--- src/rtl/host_responder.sv ---
// Host-side command responder: executes ping/write/read against a small word memory and returns status words.
// Latency: ping/write response 2 cycles after the last in-strobe, read 3 cycles then one word every 3 cycles.
// Backpressure: stalls in RESP/RD_SEND with outputs frozen while i_oh_ready is low; strobes outside IDLE/WR_DATA are dropped.
module host_responder #(
   parameter int ADDR_WIDTH = 4
) (
   input  logic        clk,
   input  logic        rst,
   output logic        o_master_ready,
   input  logic        i_ih_reset,
   input  logic        i_ih_ready,
   input  logic [31:0] i_in_command,
   input  logic [31:0] i_in_address,
   input  logic [31:0] i_in_data,
   input  logic [27:0] i_in_data_count,
   input  logic        i_oh_ready,
   output logic        o_oh_en,
   output logic [31:0] o_out_status,
   output logic [31:0] o_out_address,
   output logic [31:0] o_out_data,
   output logic [27:0] o_out_data_count
);
   localparam int DEPTH = 1 << ADDR_WIDTH;
   localparam logic [15:0] OP_PING  = 16'h0000;
   localparam logic [15:0] OP_WRITE = 16'h0001;
   localparam logic [15:0] OP_READ  = 16'h0002;

   // ACK is the pulse cycle; it keeps the block out of IDLE so a strobe landing on the pulse is dropped
   typedef enum logic [2:0] {IDLE, WR_DATA, RESP, RD_FETCH, RD_SEND, ACK} state_t;

   state_t                state, state_n;
   logic [31:0]           mem [DEPTH];
   logic [ADDR_WIDTH-1:0] base_q, ptr, wr_ptr;
   logic [27:0]           cnt_q, idx_q, eff_n;
   logic                  rd_q, wr_en;
   logic [15:0]           opcode;

   assign opcode         = i_in_command[15:0];
   assign eff_n          = (i_in_data_count == 28'd0) ? 28'd1 : i_in_data_count;
   assign ptr            = base_q + idx_q[ADDR_WIDTH-1:0];
   assign wr_ptr         = (state == IDLE) ? i_in_address[ADDR_WIDTH-1:0] : ptr;
   assign o_master_ready = (state == IDLE) || (state == WR_DATA);
   assign wr_en          = i_ih_ready && !i_ih_reset &&
                           (((state == IDLE) && (opcode == OP_WRITE)) || (state == WR_DATA));

   always_ff @(posedge clk or posedge rst) begin
      if (rst) state <= IDLE;
      else     state <= state_n;
   end

   always_comb begin
      state_n = state;
      case (state)
         IDLE: begin
            if (i_ih_ready) begin
               case (opcode)
                  OP_WRITE: state_n = (eff_n == 28'd1) ? RESP : WR_DATA;
                  OP_READ:  state_n = RD_FETCH;
                  default:  state_n = RESP;
               endcase
            end
         end
         WR_DATA:  if (i_ih_ready && (idx_q + 28'd1 == cnt_q)) state_n = RESP;
         RESP:     if (i_oh_ready) state_n = ACK;
         RD_FETCH: state_n = RD_SEND;
         RD_SEND:  if (i_oh_ready) state_n = ACK;
         ACK:      state_n = (rd_q && (idx_q != cnt_q)) ? RD_FETCH : IDLE;
         default:  state_n = IDLE;
      endcase
      if (i_ih_reset) state_n = IDLE;
   end

   // memory has no reset: contents survive both rst and i_ih_reset
   always_ff @(posedge clk) begin
      if (wr_en) mem[wr_ptr] <= i_in_data;
   end

   always_ff @(posedge clk or posedge rst) begin
      if (rst) begin
         o_oh_en          <= 1'b0;
         o_out_status     <= '0;
         o_out_address    <= '0;
         o_out_data       <= '0;
         o_out_data_count <= '0;
         idx_q            <= '0;
         cnt_q            <= '0;
         base_q           <= '0;
         rd_q             <= 1'b0;
      end else if (i_ih_reset) begin
         o_oh_en          <= 1'b0;
         o_out_status     <= '0;
         o_out_address    <= '0;
         o_out_data       <= '0;
         o_out_data_count <= '0;
         idx_q            <= '0;
         cnt_q            <= '0;
         base_q           <= '0;
         rd_q             <= 1'b0;
      end else begin
         o_oh_en <= (state_n == ACK);
         case (state)
            IDLE: begin
               if (i_ih_ready) begin
                  base_q           <= i_in_address[ADDR_WIDTH-1:0];
                  cnt_q            <= eff_n;
                  idx_q            <= '0;
                  rd_q             <= (opcode == OP_READ);
                  o_out_address    <= i_in_address;
                  o_out_status     <= ~i_in_command;
                  o_out_data       <= '0;
                  o_out_data_count <= eff_n;
                  case (opcode)
                     OP_PING:  o_out_data_count <= '0;
                     OP_WRITE: begin
                        o_out_data <= i_in_data;
                        idx_q      <= 28'd1;
                     end
                     OP_READ:  ;
                     default: begin
                        o_out_status     <= 32'hEEEE_EEEE;
                        o_out_data_count <= '0;
                     end
                  endcase
               end
            end
            WR_DATA: begin
               if (i_ih_ready) begin
                  idx_q      <= idx_q + 28'd1;
                  o_out_data <= i_in_data;
               end
            end
            RD_FETCH: o_out_data <= mem[ptr];
            RD_SEND:  if (i_oh_ready) idx_q <= idx_q + 28'd1;
            default: ;
         endcase
      end
   end
endmodule

--- config.mk ---
export PLATFORM = sky130hd
export DESIGN_NAME = host_responder
export DESIGN_NICKNAME = d
export VERILOG_FILES = /design/src/rtl/host_responder.sv
export SDC_FILE = /design/constraint.sdc
export NUM_CORES = 1
export LEC_CHECK = 0
export ABC_AREA = 1
export BUFFER_PORTS_ARGS = -buffer_cell sky130_fd_sc_hd__buf_2
export CAP_MARGIN = 20
export CORE_MARGIN = 2
export CORE_UTILIZATION = 56
export CTS_BUF_LIST = sky130_fd_sc_hd__clkbuf_8
export DETAILED_ROUTE_END_ITERATION = 16
export MAX_ROUTING_LAYER = met4
export PLACE_DENSITY = 0.82
export SLEW_MARGIN = 20
export SYNTH_ARGS = -nofsm -noshare
export SYNTH_HDL_FRONTEND = slang
export SYNTH_SLANG_ARGS = --single-unit
--- constraint.sdc ---
create_clock -name clk -period 6.1 [get_ports clk]
set_input_delay 1.22 -clock clk [delete_from_list [all_inputs] [get_ports clk]]
set_output_delay 1.22 -clock clk [all_outputs]
set_load 0.02 [all_outputs]
* Yosys cells after proc, flatten, opt, wreduce, memory -nomap -nowiden
Memories as Yosys holds them, arrays and structs flattened.
Cells that the tools add are included.
Widths: inputs -> output; s select.
** Word-level totals
- Register bits after elaboration :: 189
- RAM bits :: 512
- Bits of input ports :: 129
- Output and inout bits :: 126
- Word-level logic and storage cells :: 93
- Memories :: 1
** Memories
- mem :: words 16, bits a word 32, read ports 1, clocked after memory_dff 0, write ports 1, RTL line 32 : logic [31:0] mem [DEPTH];
** Operators by class
- Add/subtract/negate cells :: 2
- Eq/ne operators :: 14
- Mux-type cells :: 44
- Bitwise operators :: 1
- Reductions and logical operators :: 21
** Operator list (count)
- $mux 32 :: 11
- $mux 28 :: 12
- $pmux 32 s3 :: 1
- $pmux 28 s3 :: 1
- $not 32->32 :: 1
- $add 28x1->28 const B :: 1
- $eq 28x1->1 const B :: 1
- $eq 28x28->1 :: 1
- $logic_not 28->1 :: 1
- $ne 28x28->1 :: 1
- $eq 16x1->1 const B :: 1
- $eq 16x2->1 const B :: 1
- $logic_not 16->1 :: 1
- $mux 4 :: 4
- $pmux 3 s5 :: 1
- $mux 3 :: 4
- $eq 3x3->1 const B :: 3
- $ne 3x3->1 const B :: 3
- $reduce_bool 4->1 :: 2
- $mux 1 :: 7
- $eq 3x2->1 const B :: 2
- $logic_and 1x1->1 :: 5
- $add 4x4->4 :: 1
- $mux 2 :: 2
- other kinds (11) :: 14

* Longest topological paths before layout
- Depth after elaboration :: 10
- Gate-level depth with buffers :: 14
- Depth with buffers taken out :: 14

* Worst setup path before layout
OpenSTA, ideal clock, no wires.
- Path kind :: reg-to-reg
- Start :: register o_out_address[0] (netlist name)
- End :: memory mem[10][0], enable pin
- Library setup time :: 0.421 ns
- Data arrival time :: 3.517 ns
- Data required time :: 5.679 ns
- Slack :: 2.162 ns
- Cell stages (with the launch flop) :: 11
- Buffers on the path :: 2
- Clock period less this slack :: 3.938 ns
- Path through :: dfrtp_1 -> ha_1 -> inv_1 -> fa_1 -> inv_1 -> clkbuf_1 -> clkbuf_1 -> nand2_1 -> o21ai_0 -> nand2_1 -> nor2_1
** RTL lines (RTL line)
- end, declared :: 32

* Final worst setup path
- Start :: register idx_q[0]
- End :: memory mem[6][10], enable pin
** Between the ends
- Cells in the longest elaborated chain, start to end :: 2
** RTL lines
- start, declared :: RTL line 34 : logic [27:0] cnt_q, idx_q, eff_n;
- start signal, assigned :: RTL line 128 : idx_q <= idx_q + 28'd1;
- start signal, assigned :: RTL line 133 : RD_SEND: if (i_oh_ready) idx_q <= idx_q + 28'd1;
- $add 4x4->4 :: RTL line 40 : assign ptr = base_q + idx_q[ADDR_WIDTH-1:0];
- $mux 4 :: RTL line 41 : assign wr_ptr = (state == IDLE) ? i_in_address[ADDR_WIDTH-1:0] : ptr;
No other way between the ends.

==> flow_metrics.env <==
export IMPL_holdCritPathClass="reg2reg"
export IMPL_nets=2906
export IMPL_grt_max_degree=191
export IMPL_vias_per_cell=5.946
export IMPL_netlist_area_um2=29220
export IMPL_synth_edf_count=512
export IMPL_setup_violations_final=0
export IMPL_slew_headroom=0.2603
export IMPL_route_met2_wl_mm=38.28
export IMPL_ir_drop_v=0.0002786
export IMPL_antenna_found_initial=1
export IMPL_ys_seq_elements=697
export IMPL_synthToLayoutAreaGrowth_pct=14.92
export IMPL_finalCriticalPeriod_ns=4.053
export IMPL_synth_largest_area_cell="edfxtp_1"
export IMPL_leakage_nw=13.45
export IMPL_clk_pin_slew_ns=0.06
export IMPL_fin_util=0.6533
export IMPL_ys_warn_count=0
export IMPL_endpoint_kind="register"
export IMPL_cts_inserted_buffers=105
export IMPL_start_util=0.5685
export IMPL_finClkSkew_ns=0.03269
export IMPL_diodes=0
export IMPL_ant_nets=0
export IMPL_grt_pass1_wl_mm=116.0
export IMPL_slew_viol_final=0
export IMPL_critical_path_arrival_ns=4.37
export IMPL_dieHeight_um=232.4
export IMPL_cts_max_level=3
export IMPL_hold_viol=0
export IMPL_rsz0062_at_grt="no"
export IMPL_cts_resized_gates=0
export IMPL_setup_worst_path_class="reg2reg"
export IMPL_drv_cap=0
export IMPL_cts_hold_buf=0
export IMPL_synth_seq_area_share=0.6845
export IMPL_place_congestion=0.9490
export IMPL_ys_flop_type="edfxtp_1"
export IMPL_synth_top_area_share=0.5261
export IMPL_fmax_mhz=246.8
export IMPL_grt_pass1_vias=20940
export IMPL_via_count=21060
export IMPL_cts_tree="done"
export IMPL_postRouteWirelength_mm=77.04
export IMPL_synth_nets=2657
export IMPL_clock_path_buffers=3
export IMPL_first_iter_violations=2295
export IMPL_fp_dieW_um=232.4
export IMPL_synth_most_common_cell="nand2_1"
export IMPL_worst_pin_slew_ns=1.107
export IMPL_track_usage=0.2892
export IMPL_period_share=0.6643
export IMPL_met3WireLength_mm=6.148
export IMPL_yosys_top_cells_count="781 x nand2_1, 512 x edfxtp_1, 185 x dfrtp_1, 157 x a21oi_1, 98 x o21ai_0"
export IMPL_cts_sinks=697
export IMPL_required_ns=6.41
export IMPL_die_area_um2=54030
export IMPL_drive_gt1_frac=0.1758
export IMPL_io_buffers=254
export IMPL_syn_inst=2523
export IMPL_syn_avg_cell_area_um2=11.58
export IMPL_drc=0
export IMPL_placedInstanceArea_um2=31090
export IMPL_synthTopCellsByArea="edfxtp_1 53%, dfrtp_1 16%, nand2_1 10%"
export IMPL_start_kind="register"
export IMPL_wl_met1_mm=29.26
export IMPL_top_layer_used="met4"
export IMPL_grt_overflow=0
export IMPL_dp_hpwl_mm=46.42
export IMPL_post_cts_buffers=0
export IMPL_setup_tns_ns=0
export IMPL_cts_root_buf="clkbuf_8"
export IMPL_synthArstFlopShare=0.2654
export IMPL_rows=83
export IMPL_crit_path_max_fanout=32
export IMPL_io_pins=255
export IMPL_p_per_area_nw_per_um2=331.1
export IMPL_wl_per_cell_um=21.76
export IMPL_clock_latency_ns=0.72
export IMPL_fin_area_um2=33580
export IMPL_first_pass_iters=6
export IMPL_synth_cell_types=51
export IMPL_status="complete, no violations"
export IMPL_core_area_um2=51410
-- metrics by stage --
| step | instances | hold WS (ns) | setup slack [ns] | power (mW) |
|---|---|---|---|---|
| floorplan | 2523 | 0.4610 | 2.162 | 6.739 |
| global placement | 3329 | 0.4488 | 2.028 | 7.265 |
| detailed placement | 3329 | 0.4570 | 1.933 | 7.359 |
| CTS | 3525 | 0.4722 | 2.060 | 11.11 |
| global route | 3541 | 0.4967 | 1.805 | 11.57 |
| finish | 3541 | 0.4667 | 2.048 | 11.12 |
-- placed cells by master (no fill, tap or decap), types with 3 or more instances in the layout --
| master | count |
|---|---|
| nand2_1 | 781 |
| edfxtp_1 | 512 |
| buf_2 | 254 |
| dfrtp_1 | 185 |
| a21oi_1 | 157 |
| clkbuf_8 | 116 |
| inv_1 | 107 |
| o21ai_0 | 98 |
| o211ai_1 | 93 |
| nor2_1 | 79 |
| a32oi_1 | 65 |
| a32o_1 | 63 |
| nand3_1 | 37 |
| xor2_1 | 34 |
| nor2_4 | 29 |
| a22o_1 | 29 |
| clkinv_2 | 24 |
| clkinv_1 | 18 |
| buf_4 | 18 |
| nand4_1 | 16 |
| o22ai_1 | 16 |
| o21ai_1 | 14 |
| a21o_1 | 12 |
| xnor2_1 | 11 |
| buf_16 | 10 |
| nand2_2 | 9 |
| buf_12 | 7 |
| inv_2 | 6 |
| nor3_1 | 5 |
| nor4_1 | 5 |
| bufinv_16 | 5 |
| nand3_2 | 4 |
| nor2_2 | 3 |
| o21bai_1 | 3 |
| ha_1 | 3 |
-- worst max-delay path, cell delays in order, from the launching register on --
cell,delay (ns)
dfrtp_1,0.48
ha_4,0.17
inv_1,0.04
fa_1,0.45
xnor2_4,0.81
nand2_1,0.13
o21ai_0,0.24
nand2_1,0.35
nor2_4,0.94
-- path summary, 6_finish.rpt --
path	cells past startpoint	to	from	slack [ns]
min reg2reg	2	o_out_status[11]$_DFFE_PP0P_	o_out_status[11]$_DFFE_PP0P_	0.47
min in group asynchronous	3	idx_q[26]$_DFFE_PP0P_	rst	0.73
max in group asynchronous	4	o_out_data_count[22]$_DFFE_PP0P_	rst	4.21
max	8	mem[6][10]$_DFFE_PP_	idx_q[0]$_DFFE_PP0P_	2.05
min	2	o_out_status[11]$_DFFE_PP0P_	o_out_status[11]$_DFFE_PP0P_	0.47
max reg2reg	8	mem[6][10]$_DFFE_PP_	idx_q[0]$_DFFE_PP0P_	2.05
-- area by class of cell --
cell class	count	area, um2
Clock buffer	116	1597
Clock inverter	80	504.2
Fill cell	3757	17820
Inverter	88	345.3
Multi-Input combinational cell	1590	8444
Sequential cell	697	20000
Tap cell	680	850.8
Timing Repair Buffer	290	1837
-- state kept, by name, summed over array words and instances, names as in the netlist --
signal / flops
mem: 512
idx_q: 28
o_out_data: 32
o_oh_en: 1
o_out_status: 32
rd_q: 1
state: 3
o_out_data_count: 28
o_out_address: 32
cnt_q: 28
-- layer usage --
layer,GRT usage,vias up
met3,0.04865,198
li1,-,9568
met5,-,-
met4,0.1366,0
met2,0.4726,1153
met1,0.3533,10140
-- report_power, final --
group / switching [mW] / internal [mW] / leakage, nW
Combinational: 1.45 / 0.633 / 5.12
Sequential: 0.0558 / 5.17 / 7.13
Clock: 1.83 / 1.98 / 1.20
-- cells by family (layout without fill, tap and decap cells) --
group                    after synthesis  after routing  share of synthesized area
AND/OR/NAND/NOR                      977            977                     0.1354
flip-flops                           697            697                     0.6845
AO/OA/AOI/OAI                        558            558                     0.1293
buffers and inverters                236            574                    0.03250
XOR/XNOR                              48             48                    0.01516
adder cells (fa/ha/maj)                5              5                   0.002398
multiplexers                           2              2                  0.0006851
Note: power is estimated with default switching activity, not from simulation.
